===== src/rtl/reg_file.sv =====
// General-purpose register file for the decode stage: two combinational read
// ports, one synchronous write port, register 0 hard-wired to zero.
module reg_file #(
  parameter int DATA_W = 32,
  parameter int ADDR_W = 5
) (
  input  logic              clk,
  input  logic              rst_n,
  input  logic [ADDR_W-1:0] rs,
  input  logic [ADDR_W-1:0] rt,
  input  logic [ADDR_W-1:0] rd,
  input  logic [DATA_W-1:0] writedata,
  input  logic              regwrite,
  output logic [DATA_W-1:0] A,
  output logic [DATA_W-1:0] B
);

  localparam int NREG = 1 << ADDR_W;

  logic [DATA_W-1:0] regs_q [NREG];
  logic [DATA_W-1:0] regs_d [NREG];
  logic              wr_en;

  // An X or low regwrite never qualifies a write, so undriven inputs cannot
  // corrupt storage.
  assign wr_en = regwrite && (rd != '0);

  always_comb begin
    regs_d = regs_q;
    if (wr_en) regs_d[rd] = writedata;
  end

  always_ff @(posedge clk or negedge rst_n) begin
    if (!rst_n) begin
      for (int i = 0; i < NREG; i++) regs_q[i] <= '0;
    end else begin
      regs_q <= regs_d;
    end
  end

  // No write bypass: same-cycle writes become visible only after the edge.
  assign A = (rs == '0) ? '0 : regs_q[rs];
  assign B = (rt == '0) ? '0 : regs_q[rt];

endmodule


===== config.mk =====
export PLATFORM = sky130hd
export DESIGN_NAME = reg_file
export DESIGN_NICKNAME = d
export VERILOG_FILES = /design/src/rtl/reg_file.sv
export SDC_FILE = /design/constraint.sdc
export NUM_CORES = 2
export LEC_CHECK = 0
export CAP_MARGIN = 40
export CORE_ASPECT_RATIO = 1.4
export CORE_MARGIN = 2
export CORE_UTILIZATION = 57
export DETAILED_ROUTE_END_ITERATION = 16
export PLACE_DENSITY = 0.78
export SLEW_MARGIN = 20
export SYNTH_ARGS = -nofsm -noshare
export SYNTH_HDL_FRONTEND = slang
export SYNTH_SLANG_ARGS = --single-unit

===== constraint.sdc =====
create_clock -name clk -period 2.3 [get_ports clk]
set_input_delay 0.345 -clock clk [delete_from_list [all_inputs] [get_ports clk]]
set_output_delay 0.345 -clock clk [all_outputs]
set_load 0.05 [all_outputs]

Word level (Yosys, flattened, before mapping)

Index checks and enable logic that the tools add are counted.

Magnitude comparators: 4
Multiplexer cells: 11
Bitwise logic cells: 3
Reduce and logical (&&, ||, !) cells: 5

Operators by type and width:

| cell               | number |
|---|---|
| $bwmux 1024        | 1 |
| $bmux 32 s5        | 2 |
| $mux 32            | 7 |
| $demux 32 s5       | 1 |
| $ge 6x6->1 const B | 3 |
| $not 5->6          | 3 |
| $logic_not 5->1    | 2 |
| $lt 6x1->1 const B | 1 |
| $reduce_bool 5->1  | 1 |
| $logic_and 1x1->1  | 2 |

Register bits: 1024
Output and inout bits: 64
Logic and storage cells: 55

Longest topological paths before layout

Word-level depth: 6
Mapped depth: 9
Depth with buffers taken out: 4

Worst setup path after synthesis

Ideal clock, no wire load.

Path kind: in2out
Start: input rs[0]
End: output A[12]
Data arrival time: 2947 ps
Path slack: -992 ps
Stages: 7
Path buffers: 4
Cell sequence: buf_2 > buf_2 > buf_4 > buf_2 > nand2_1 > a32o_1 > nor4_1

Word-level cells in the longest chain between the ends: 5

RTL lines:

| item                                        | RTL line | source |
|---|---|---|
| from (decl)                                 | 9        | `input logic [ADDR_W-1:0] rs,` |
| $not 5->6 (implied by the code)             | 42       | `assign A = (rs == '0) ? '0 : regs_q[rs];` |
| $bmux 32 s5                                 | 42       |  |
| $mux 32 (implied by the code) (2 in series) | 42       |  |
| $mux 32 *                                   | 42       |  |
| to (decl)                                   | 14       | `output logic [DATA_W-1:0] A,` |

Every way passes the cells marked *; elsewhere a longest branch is shown, timed or not. The select of a mux whose other input is x is not followed.

Final worst setup path

Start: register regs_q[9] in the netlist's numbering
End: output A[9]

Word-level cells in the longest chain between the ends: 4

RTL lines:

| item                                        | RTL line | source |
|---|---|---|
| from (decl)                                 | 20       | `logic [DATA_W-1:0] regs_q [NREG];` |
| from (signal assigned)                      | 37       | `regs_q <= regs_d;` |
| $bmux 32 s5                                 | 42       |  |
| $mux 32 (implied by the code) (2 in series) | 42       |  |
| $mux 32                                     | 42       |  |

No other way between the ends. The select of a mux whose other input is x is not followed.

==> flow_summary.json <==
{
  "status": "complete, but fails checks",
  "failed_checks": "setup timing",
  "placement.io_buffers": 113,
  "switching_power_uw": 16420,
  "post-route-min-period_ps": 2952,
  "netlist.area_leader.share": 0.4744,
  "fin_total_pwr_uw": 56210,
  "global_route.usage.total": 0.3814,
  "internal-power_uw": 39790,
  "cp_max_fo": 3,
  "fp.dieArea_um2": 97280,
  "fin_crit_sh": 1.283,
  "met2_wirelength_um": 87230,
  "yosys_register_bits": 1024,
  "final.setup_skew_ps": 0,
  "detailedRoute.firstIterationViolations": 4243,
  "max-clock-path-buffers": 3,
  "path_clk_slew_ps": 60,
  "design.final.nets": 3982,
  "share_seq_of_total_power": 0.431,
  "yosys.area.top_type": "dfrtp_1",
  "number_of_standard_cell_rows_in_the_floorplan": 133,
  "worst_setup_slack_post_dpl_ps": -823.0,
  "timing.reg2reg.worst_path_depth": 3,
  "timing.reg2reg.setup_slack_ps": 1280,
  "netlist_top_cells_area": "dfrtp_1, mux2_2, mux4_2",
  "initial_core_utilization": 0.5756,
  "first_pass_grt_wire_length_um": 270800,
  "timing.hold.worst.class": "in2async",
  "cts.htree.levels": 3,
  "detailroute.via_count": 37939,
  "grt_antenna_before_repair": 3,
  "static-leakage-power_uw": 0.02931,
  "route.met3.wl_um": 17640,
  "max-vdd-ir-drop_v": 0.0005581,
  "layout_top_registers": "regs_q (1024)",
  "setup_repair_after_global_routing_missed_its_margin": "true",
  "number_of_global_route_vias_before_repair": 41048,
  "cts_tree": "yes",
  "detail-route-antenna-nets": 0,
  "highest-signal-layer": "met5",
  "rr_startpoint": "regs_q[10]",
  "synth_top_cells_by_count": "dfrtp_1, mux2_2, mux4_2",
  "power.combinational.fraction": 0.258,
  "area_delta_synth_final_pct": 24.97,
  "setup_slack_of_the_critical_path_after_layout_ps": -652.0,
  "synthesis.nets": 3564,
  "routed_wirelength_um": 182800,
  "post-route-drc-count": 0,
  "setup_viol_count_final": 64,
  "p_clk_frac": 0.311,
  "synthMostInstantiatedCell": "dfrtp_1",
  "synth.distinct_cells": 41,
  "fraction_of_registers_with_async_set_or_reset_after_synthesis": 1.000,
  "yosysSeqAreaShare": 0.4744,
  "largest_register_ffs": 1024,
  "core_region_area_um2": 93860,
  "worst_setup_path_end_kind": "output port",
  "syn_avg_cell_area_um2": 15.37,
  "number_of_synthesized_flops_with_an_enable_pin": 0,
  "ys_dominant_reg_cell": "dfrtp_1",
  "hpwlAfterDp_um": 120100,
  "place.detailed.instances": 4952,
  "gp_routability_congestion": 0.8961,
  "share_of_layout_cells_above_drive_strength_1": 0.6445,
  "regToRegEndpoint": "regs_q[10]",
  "netlist_instances": 3514,
  "drt_first_pass_iters": 5,
  "die_w_um": 264.2,
  "mappedNetlistArea_um2": 54020,
  "worst_slew_pin_slew_ps": 655.8,
  "yosysWarningCount": 0,
  "clock_latency_at_the_later_pin_of_the_worst_skew_pair_ps": 710,
  "grt_remaining_overflow": 0,
  "max_clock_freq_mhz": 338.8,
  "slew_headroom": 0.5628,
  "critPathLaunchType": "flop",
  "cts-root-buf": "clkbuf_16",
  "routed_via_density": 7.251,
  "worst-setup-path-type": "reg2out",
  "numCtsBuffers": 99,
  "cp-startpoint": "regs_q[9]",
  "fin_cells": 5232,
  "max_flop_register": "regs_q",
  "timing.final.hold_violations": 0,
  "slew_violations": 0,
  "wl_met1_um": 64150,
  "numClockSinks": 1024,
  "required_ps": 1960,
  "grt_max_degree": 115,
  "critical_path_at_ps": 2610,
  "io_pins": 114,
  "cellPowerDensity_nw_per_um2": 832.6,
  "power.share.switching": 0.2921,
  "die_height_um": 368.3,
  "drv_cap": 0,
  "route.detailed.wl_per_inst_um": 34.94,
  "antennaDiodeCount": 0
}
## worst max-delay path by stage
stage,end,slack [ps]
after global routing,A[9],-680
after CTS,A[9],-680
after global placement,B[16],-790
after detailed placement,B[9],-820
final,A[9],-650
after floorplan,B[4],-190
## cells by family after synthesis
logic type | count (synthesis) | share of synthesized area
multiplexers | 1651 | 0.4383
flip-flops | 1024 | 0.4744
buffers and inverters | 420 | 0.03555
AO/OA/AOI/OAI | 263 | 0.03674
AND/OR/NAND/NOR | 156 | 0.01508
## worst max-delay path, stage by stage, from the launching register on
cell and delay, ps:
dfrtp_1 390, mux4_2 510, mux4_2 580, o22ai_4 170, nor3_4 70, buf_6 160
## final cells by class
cell class              instances  area (um^2)
multi-input cells            2071        28720
flip-flops and latches       1024        25620
repair buffers                735         8179
well taps                    1215         1520
inverters                       1        6.256
clock buffers                 136         2838
fillers                      5610        26350
clock inverters                50        621.8
## layer usage
layer	vias up	global-route usage
met3	797	0.09109
met5	-	0
met1	20122	0.4693
met2	2465	0.6029
li1	14549	-
met4	6	0.2561
## stage by stage
step	hold WS, ps	util	area [um^2]	TNS, ps
detailed placement	288.9	0.6622	62150	-63820
finish	144.3	0.7193	67510	-32140
global placement	277.1	0.6621	62140	-41970
floorplan	49.41	-	55600	-2731
global route	178.4	0.7193	67510	-34400
CTS	135.4	0.7174	67330	-33350
## cells in the final DEF, fill, tap and decap left out, drive strengths merged, types with 4 or more instances in the layout
| cell type | Yosys | layout |
|---|---|---|
| clkinvlp | 0 | 9 |
| a211oi | 38 | 38 |
| a22o | 52 | 52 |
| o22ai | 81 | 81 |
| buf | 204 | 692 |
| a32o | 4 | 4 |
| inv | 1 | 7 |
| nor3 | 57 | 57 |
| a21oi | 11 | 11 |
| nand2 | 23 | 23 |
| dfrtp | 1024 | 1024 |
| and2 | 4 | 4 |
| clkinv | 0 | 23 |
| nor4 | 5 | 5 |
| clkdlybuf4s50 | 0 | 39 |
| nor2 | 18 | 18 |
| a22oi | 18 | 18 |
| nand2b | 8 | 8 |
| nand3 | 6 | 6 |
| bufinv | 0 | 12 |
| mux2i | 158 | 158 |
| clkbuf | 215 | 136 |
| mux4 | 469 | 469 |
| mux2 | 1024 | 1024 |
| and3 | 4 | 4 |
| nor2b | 19 | 19 |
| o221ai | 26 | 26 |
| a2111oi | 26 | 26 |
## power by group through the flow
stage                     sequential [uW]  combinational, uW  clock, uW
after floorplan                     23300               9400          0
after global placement              23900              12600          0
after detailed placement            24400              13100          0
after CTS                           24000              14300      17600
after global routing                24500              15200      18300
final                               24200              14500      17500
## repair_timing
item	in CTS	in global routing
gates cloned	3	0
endpoints found under the hold margin	238	0
setup endpoints to repair	64	64
pin swaps	128	32
hold buffers	1	0
buffers inserted	87	9
resized for setup	203	24
Power figures use the tool's default switching activity.
